File: config.mk
export PLATFORM = sky130hd
export DESIGN_NAME = sum_bcd_converter
export DESIGN_NICKNAME = d
export VERILOG_FILES = /design/src/rtl/sum_bcd_converter.sv
export SDC_FILE = /design/constraint.sdc
export NUM_CORES = 1
export LEC_CHECK = 0
export ABC_AREA = 1
export CELL_PAD_IN_SITES_DETAIL_PLACEMENT = 1
export CELL_PAD_IN_SITES_GLOBAL_PLACEMENT = 1
export CORE_MARGIN = 2
export CORE_UTILIZATION = 39
export DETAILED_ROUTE_END_ITERATION = 10
export PLACE_DENSITY_LB_ADDON = 0.1
export SYNTH_ARGS = -nofsm -noshare
export SYNTH_HDL_FRONTEND = slang
export SYNTH_SLANG_ARGS = --single-unit
export TNS_END_PERCENT = 5
File: constraint.sdc
create_clock -name i_clock -period 1.5 [get_ports i_clock]
set_input_delay 0.45 -clock i_clock [delete_from_list [all_inputs] [get_ports i_clock]]
set_output_delay 0.45 -clock i_clock [all_outputs]
set_load 0.02 [all_outputs]
File: src/rtl/sum_bcd_converter.sv
// Sequential double-dabble converter: turns the 11-bit adder sum into four BCD digits,
// one bit per clock, MSB first.
module sum_bcd_converter #(
  parameter int unsigned IN_W = 11
) (
  input  logic            i_clock,
  input  logic            i_reset,
  input  logic            i_start,
  input  logic [IN_W-1:0] i_bin_in,
  output logic            o_busy,
  output logic            o_done,
  output logic [3:0]      o_bcd_thou,
  output logic [3:0]      o_bcd_hund,
  output logic [3:0]      o_bcd_tens,
  output logic [3:0]      o_bcd_ones
);

  localparam int unsigned BCD_W = 16;
  localparam int unsigned CNT_W = 4;
  localparam int unsigned CAT_W = BCD_W + IN_W;

  localparam logic [0:0] S_IDLE  = 1'b0;
  localparam logic [0:0] S_SHIFT = 1'b1;

  logic [0:0]       r_state;
  logic [IN_W-1:0]  r_shift;
  logic [BCD_W-1:0] r_scratch;
  logic [CNT_W-1:0] r_cnt;
  logic [BCD_W-1:0] r_bcd;
  logic             r_busy;
  logic             r_done;

  logic [0:0]       w_state_nxt;
  logic [IN_W-1:0]  w_shift_nxt;
  logic [BCD_W-1:0] w_scratch_nxt;
  logic [CNT_W-1:0] w_cnt_nxt;
  logic [BCD_W-1:0] w_bcd_nxt;
  logic             w_busy_nxt;
  logic             w_done_nxt;

  logic [BCD_W-1:0] w_adj;
  logic [CAT_W-1:0] w_cat;

  // Add-3 correction on every scratch digit that would overflow a decimal digit when doubled.
  always_comb begin
    w_adj = r_scratch;
    for (int i = 0; i < 4; i++) begin
      if (r_scratch[4*i +: 4] >= 4'd5) begin
        w_adj[4*i +: 4] = r_scratch[4*i +: 4] + 4'd3;
      end
    end
  end

  // The scratch digits and the binary shift register move left as one long word.
  assign w_cat = {w_adj, r_shift} << 1;

  // Next-state and next-output logic.
  always_comb begin
    w_state_nxt   = r_state;
    w_shift_nxt   = r_shift;
    w_scratch_nxt = r_scratch;
    w_cnt_nxt     = r_cnt;
    w_bcd_nxt     = r_bcd;
    w_done_nxt    = 1'b0;
    w_busy_nxt    = 1'b0;

    case (r_state)
      S_IDLE: begin
        if (i_start) begin
          w_shift_nxt   = i_bin_in;
          w_scratch_nxt = '0;
          w_cnt_nxt     = CNT_W'(IN_W);
          w_state_nxt   = S_SHIFT;
        end
      end
      S_SHIFT: begin
        w_scratch_nxt = w_cat[CAT_W-1:IN_W];
        w_shift_nxt   = w_cat[IN_W-1:0];
        w_cnt_nxt     = r_cnt - CNT_W'(1);
        if (r_cnt == CNT_W'(1)) begin
          w_bcd_nxt   = w_cat[CAT_W-1:IN_W];
          w_done_nxt  = 1'b1;
          w_state_nxt = S_IDLE;
        end
      end
      default: begin
        w_state_nxt = S_IDLE;
      end
    endcase

    w_busy_nxt = (w_state_nxt == S_SHIFT);
  end

  // State and output registers; reset aborts any conversion without touching results beyond clearing them.
  always_ff @(posedge i_clock) begin
    if (i_reset) begin
      r_state   <= S_IDLE;
      r_shift   <= '0;
      r_scratch <= '0;
      r_cnt     <= '0;
      r_bcd     <= '0;
      r_busy    <= 1'b0;
      r_done    <= 1'b0;
    end else begin
      r_state   <= w_state_nxt;
      r_shift   <= w_shift_nxt;
      r_scratch <= w_scratch_nxt;
      r_cnt     <= w_cnt_nxt;
      r_bcd     <= w_bcd_nxt;
      r_busy    <= w_busy_nxt;
      r_done    <= w_done_nxt;
    end
  end

  assign o_busy     = r_busy;
  assign o_done     = r_done;
  assign o_bcd_thou = r_bcd[15:12];
  assign o_bcd_hund = r_bcd[11:8];
  assign o_bcd_tens = r_bcd[7:4];
  assign o_bcd_ones = r_bcd[3:0];

endmodule

==> impl_metrics.csv, run 1 <==
group,metric,value,unit
power_and_ir_drop,switching_share,24.8,%
clock_network,cts_buffers,5,
global_route,grt_overflow_total,0,
timing,setup_tns,0,ns
floorplan,start_util,39.8,%
worst_hold_path,whs_path_depth,2,
drt,post_drt_wl_per_cell,12.9,um
layout,drive_gt1_share,11.8,%
floorplan,die_width,81.1,um
synthesis,syn_area_per_cell,7.22,um2
layout,fin_area,2970,um2
synthesis,synth.area.top_cells,"dfxtp_1 42%, nand2_1 17%, nand3_1 6.7%",
power_and_ir_drop,p_total,2.53,mW
worst_hold_path,hold_class,"flip-flop to flip-flop",
power_and_ir_drop,vdd_drop_max,472,uV
synthesis,synth_nets,345,
synthesis,synth_area_leader_cell,"dfxtp_1",
critical_path,rr_startpoint,"r_cnt[1]",
timing,max_freq,692,MHz
global_route,antenna_found_initial,0,
synthesis,synth.most_common_cell,"nand2_1",
placement,port_buffers,31,
timing,post-route-period-util,96.3,%
clock_network,clk-insertion-delay-late,0.30,ns
power_and_ir_drop,p_per_area,850,nW/um2
critical_path,critPathLaunchType,"flip-flop",
drt,ant_nets,0,
run,max-cap-violations,0,
critical_path,startpoint,"o_busy",
clock_network,cts_max_path_buffers,2,
synthesis,synthArstFlopShare,0,%
power_and_ir_drop,pwr-share-comb,12.4,%
critical_path,endpoint_kind,"output port",
power_and_ir_drop,p_clk_share,33.9,%
layout,antenna-diode-count,0,
critical_path,cp_data_arrival_time,0.99,ns
clock_network,cts-htree-levels,2,
synthesis,synth-edff-count,0,
drt,num_vias,2188,
drt,drc,0,
clock_network,cts-root-buf,"clkbuf_8",
floorplan,rows,28,
floorplan,io_pins,32,
power_and_ir_drop,switchingPower,628,uW
floorplan,fp.dieArea,6570,um2
drt,avgViaCountPerCell,4.88,
synthesis,synthTopCellsByCount,"106 x nand2_1, 49 x dfxtp_1, 41 x inv_1",
clock_network,cts_tree,"built",
floorplan,die_h,81.1,um
critical_path,r2r-end,"r_bcd[15]",
drt,drt_first_iter_violations,49,
drt,routed_wl,5790,um
critical_path,reg2reg_slack,0.08,ns
floorplan,core_area,5820,um2
critical_path,crit_fanout,2,
layout,fin_nets,396,
timing,finalCriticalPeriod,1.44,ns
timing,final-hold-violation-count,0,
synthesis,synth_flop_cell,"dfxtp_1",
global_route,grt_pass1_vias,2185,
synthesis,syn-instance-count,321,
synthesis,ys_seq_elements,49,
timing,setup_viol,0,
synthesis,yosysSeqAreaShare,42.3,%
global_route,grt_pass1_wl,9960,um
critical_path,cp_cell_sequence,"dlygate4sd2_1",
layout,area_delta_synth_final,28.3,%
synthesis,synth_area,2320,um2
synthesis,yosysUniqueCellTypes,26,
global_route,grt_max_degree,17,
critical_path,path_buf_inv,1,
power_and_ir_drop,p_leak,1.39,nW
critical_path,cp_top_family,"flip-flops",
power_and_ir_drop,p_int,1.90,mW
drt,drt-pass1-iter-count,4,
power_and_ir_drop,p_seq_share,53.7,%
critical_path,slowest_delay,0.36,ns
critical_path,required,1.05,ns
clock_network,cts_num_sinks,49,
status,status,"finished, final reports clean",
placement,dpl.hpwl,4420,um
synthesis,ys_warn_count,0,
critical_path,critPathKind,"flip-flop to output port",
timing,worstMarginPinSlew,0.298,ns
synthesis,yosysTopAreaCellShare,42.3,%
timing,clock_skew,0.00549,ns
clock_network,clkTransAtPathRegs,0.09,ns
placement,routabilityCongestion,0.811,
worst_hold_path,hold_path_end,"r_bcd[4]",
global_route,track_usage,19.6,%
critical_path,rr_worst_depth,9,
worst_hold_path,min-delay-start,"r_bcd[4]",
critical_path,cp.depth,1,
timing,max_slew_margin,79.5,%
timing,slew_violations,0,
placement,dpl_cell_area,2840,um2
critical_path,cp_slowest_cell,"dfxtp_1",
placed cells by master (no fill, tap or decap), drive strengths merged:
cell           synthesis  final
buf                    8     24
ha                    10     10
mux2i                  3      3
o211ai                 4      4
nand3                 31     31
nor3b                  1      1
o21ai                 22     22
a22oi                  2      2
dfxtp                 49     49
inv                   41     41
a221oi                 1      1
dlygate4sd2            0     18
clkdlybuf4s50          0     13
a21oi                 19     19
nand4                  8      8
nand3b                 1      1
clkinv                 1      2
nor3                   3      3
clkbuf                 3      7
nor2                   6      6
nand2                108    108
metal layers:
metal,part of all wire [%],global-route usage [%],wire (um)
met1,46,23.6,2670
met2,50,35.9,2910
met3,2.4,3.67,141
met4,1.0,4.58,58
met5,0,0,0
state kept, by name, indices dropped and copies added (netlist names):
name       count
o_busy         1
o_done         1
r_bcd         16
r_cnt          4
r_scratch     16
r_shift       11
per-stage QoR:
step | hold slack [ns] | cells | utilization (%) | setup WS (ns)
5_1_grt | 0.473 | 448 | 51.1 | -0.0190
3_5_place_dp | 0.440 | 436 | 48.8 | -0.213
2_1_floorplan | 0.438 | 321 | - | 0.165
3_3_place_gp | 0.436 | 436 | 48.8 | -0.146
4_1_cts | 0.456 | 444 | 50.1 | -0.0205
6_report | 0.450 | 448 | 51.1 | 0.0556
logic make-up (layout without fill, tap and decap cells):
kind of cell    count (synthesis)  after routing  synth area share [%]
buf+inv                        53            105                  9.61
fa+ha+maj                      10             10                  5.40
compound gates                 48             48                  11.2
mux                             3              3                  1.30
flops                          49             49                  42.3
simple gates                  158            158                  30.2
area by class of cell:
cell class,instances,area (um2)
fill,758,2840
sequential,49,985
timing repair buffer,55,513
clock inverter,1,5.00
clock buffer,7,96.3
tap,75,93.8
inverter,42,163
multi-input combinational,219,1120
tightest hold or removal path, delay by kind of cell, from the launching register on:
kind             cells  cell delay (ns)
DFF                  1             0.31
and+or+nand+nor      2             0.10
power groups by stage:
| stage | Sequential [mW] | Clock, mW | Combinational [mW] |
|---|---|---|---|
| finish | 1.36 | 0.857 | 0.314 |
| global route | 1.36 | 0.940 | 0.350 |
| detailed placement | 1.39 | 0 | 0.300 |
| global placement | 1.38 | 0 | 0.293 |
| floorplan | 1.38 | 0 | 0.158 |
| CTS | 1.35 | 0.882 | 0.298 |
worst max-delay path by stage:
stage | end | slack (ns)
global placement | r_bcd[14] | -0.15
detailed placement | r_bcd[2] | -0.21
finish | o_busy | 0.06
CTS | r_bcd[15] | -0.02
global route | r_bcd[9] | -0.02
floorplan | r_bcd[10] | 0.17
timing repair:
| item | CTS | global route |
|---|---|---|
| setup endpoints to repair | 20 | 19 |
| endpoints found under the hold margin | 0 | 0 |
| buffers inserted | 0 | 4 |
| pin swaps | 0 | 2 |
| hold buffers | 0 | 0 |
| resized for setup | 18 | 12 |
(Power assumes the default switching activity.)
==> inputs of run 2 (changes only) <==
--- a/constraint.sdc
+++ b/constraint.sdc
@@ -3,2 +3,2 @@
 set_output_delay 0.45 -clock i_clock [all_outputs]
-set_load 0.02 [all_outputs]
+set_load 0.1 [all_outputs]
==> run 2 against run 1 <==
Flip-flop and latch count stayed put. Hold slack better by 0.029 ns. Fmax is 1.7% lower. Design area is 5.8% higher. Clock skew is 0.0016 ns higher. Critical path depth stayed put. Worst setup slack worse by 0.025 ns. Critical path type unchanged. Critical endpoint unchanged. Largest cell class unchanged.
==> impl_metrics.csv, run 2 (synthesis gave the netlist of run 1 again) <==
group,metric,value,unit
clock_network,clk-insertion-delay-late,0.31,ns
timing,setup_slack,0.0302,ns
drt,drt-pass1-iter-count,5,
critical_path,cp_cell_sequence,"buf_12",
power_and_ir_drop,switching_share,25.1,%
power_and_ir_drop,p_per_area,834,nW/um2
drt,drc,0,
layout,area_delta_synth_final,35.7,%
layout,fin_area,3150,um2
worst_hold_path,whs_path_depth,2,
power_and_ir_drop,switchingPower,659,uW
layout,drive_gt1_share,15.4,%
timing,worstMarginPinSlew,0.341,ns
worst_hold_path,hold_class,"flip-flop to flip-flop",
layout,nFillCells,750,
status,status,"finished, final reports clean",
critical_path,required,1.05,ns
critical_path,r2r-end,"r_bcd[9]",
layout,final_common_cell,"nand2_1",
layout,final_cells,444,
global_route,grt_pass1_vias,2280,
clock_network,clkTransAtPathRegs,0.09,ns
clock_network,cts_buffers,5,
power_and_ir_drop,p_int,1.96,mW
timing,max_freq,680,MHz
timing,hold-worst-slack,0.479,ns
placement,pre_cts_slack,-0.271,ns
global_route,grt_overflow_total,0,
placement,port_buffers,31,
critical_path,crit_fanout,14,
floorplan,io_pins,32,
run,max-cap-violations,0,
layout,antenna-diode-count,0,
critical_path,cp_slowest_cell,"dfxtp_4",
power_and_ir_drop,p_seq_share,52.3,%
timing,rsz0062_at_grt,"yes",
critical_path,cp_top_family,"flip-flops",
clock_network,cts-htree-levels,2,
floorplan,start_util,39.8,%
power_and_ir_drop,p_clk_share,36.0,%
floorplan,die_width,81.1,um
timing,clock_skew,0.00714,ns
clock_network,cts_tree,"built",
worst_hold_path,min-delay-start,"r_scratch[15]",
floorplan,die_h,81.1,um
timing,max_slew_margin,77.1,%
critical_path,critPathLaunchType,"flip-flop",
layout,final_cell_mix,"106 x nand2_1, 46 x dfxtp_1, 40 x inv_1, 30 x nand3_1, 20 x buf_12",
timing,slew_violations,0,
global_route,grt_max_degree,17,
worst_hold_path,hold_path_end,"r_scratch[15]",
critical_path,path_buf_inv,1,
critical_path,cp_data_arrival_time,1.02,ns
drt,post_drt_wl_per_cell,13.9,um
power_and_ir_drop,vdd_drop_max,410,uV
clock_network,holdBufCountCts,0,
drt,routed_wl,6190,um
timing,finalCriticalPeriod,1.47,ns
clock_network,cts_max_path_buffers,2,
clock_network,cts-root-buf,"clkbuf_8",
timing,setup_tns,0,ns
critical_path,endpoint_kind,"output port",
drt,avgViaCountPerCell,5.04,
power_and_ir_drop,p_leak,1.38,nW
placement,dpl_cell_area,2990,um2
layout,fin_nets,392,
layout,largestRegisters,"r_bcd x16, r_scratch x16, r_shift x11",
placement,dp.cells,432,
timing,setup_viol,0,
drt,drt_first_iter_violations,59,
critical_path,rr_startpoint,"r_cnt[1]",
global_route,grt_pass1_wl,10500,um
drt,num_vias,2239,
global_route,antenna_found_initial,0,
critical_path,startpoint,"o_busy",
power_and_ir_drop,pwr-share-comb,11.8,%
timing,post-route-period-util,98.0,%
global_route,track_usage,21.0,%
floorplan,fp.dieArea,6570,um2
placement,dpl.hpwl,4600,um
placement,routabilityCongestion,0.782,
critical_path,slowest_delay,0.50,ns
critical_path,critPathKind,"flip-flop to output port",
drt,ant_nets,0,
floorplan,rows,28,
clock_network,cts_num_sinks,49,
floorplan,core_area,5820,um2
critical_path,rr_worst_depth,9,
critical_path,reg2reg_slack,0.11,ns
timing,final-hold-violation-count,0,
-- run 2: what timing repair did --
action                                  CTS  global route
endpoints found under the setup margin   11            19
resized for setup                         7             1
setup buffers                             3             1
pin swaps                                 2             1
-- run 2: how the worst max path moves through the flow --
stage | to | slack, ns | depth (start not counted)
floorplan | r_bcd[10] | 0.03 | 7
global placement | r_bcd[14] | -0.18 | 5
detailed placement | r_bcd[2] | -0.27 | 5
CTS | o_busy | 0.02 | 1
global route | r_bcd[2] | -0.008 | 9
finish | o_busy | 0.03 | 1
-- run 2: per-stage QoR --
stage | utilization [%] | total power, mW
after floorplan | - | 1.56
after global placement | 51.4 | 1.69
after detailed placement | 51.4 | 1.70
after CTS | 53.9 | 2.64
after global routing | 54.1 | 2.74
final | 54.1 | 2.62
-- run 2: layer usage --
layer / share of wire, % / wire [um] / GRT usage (%)
met1: 45 / 2760 / 25.1
met2: 51 / 3160 / 37.9
met5: 0 / 0 / 0
met4: 1.9 / 119 / 6.44
met3: 2.5 / 154 / 3.78
-- run 2: final cells by class --
cell class	instances	area, um2	area share, %
clock inverters	2	35.0	1.11
flip-flops and latches	49	987	31.4
well taps	75	93.8	2.98
clock buffers	6	72.6	2.31
inverters	42	163	5.17
multi-input cells	219	1120	35.6
repair buffers	51	673	21.4
-- run 2: power by group through the flow --
stage	Combinational (mW)	Sequential (mW)	Clock (mW)
finish	0.309	1.37	0.944
CTS	0.312	1.37	0.961
detailed placement	0.300	1.40	0
global placement	0.289	1.40	0
floorplan	0.158	1.40	0
global route	0.343	1.38	1.02
-- run 2: worst reg2reg max path, cell delays in order, from the launching register on --
cell and delay, ns:
dfxtp_2 0.33, inv_2 0.06, ha_2 0.17, nand2_2 0.06
nor3_4 0.21, buf_6 0.14, nor2_4 0.04, buf_6 0.13
nand2_1 0.05, o21ai_0 0.08
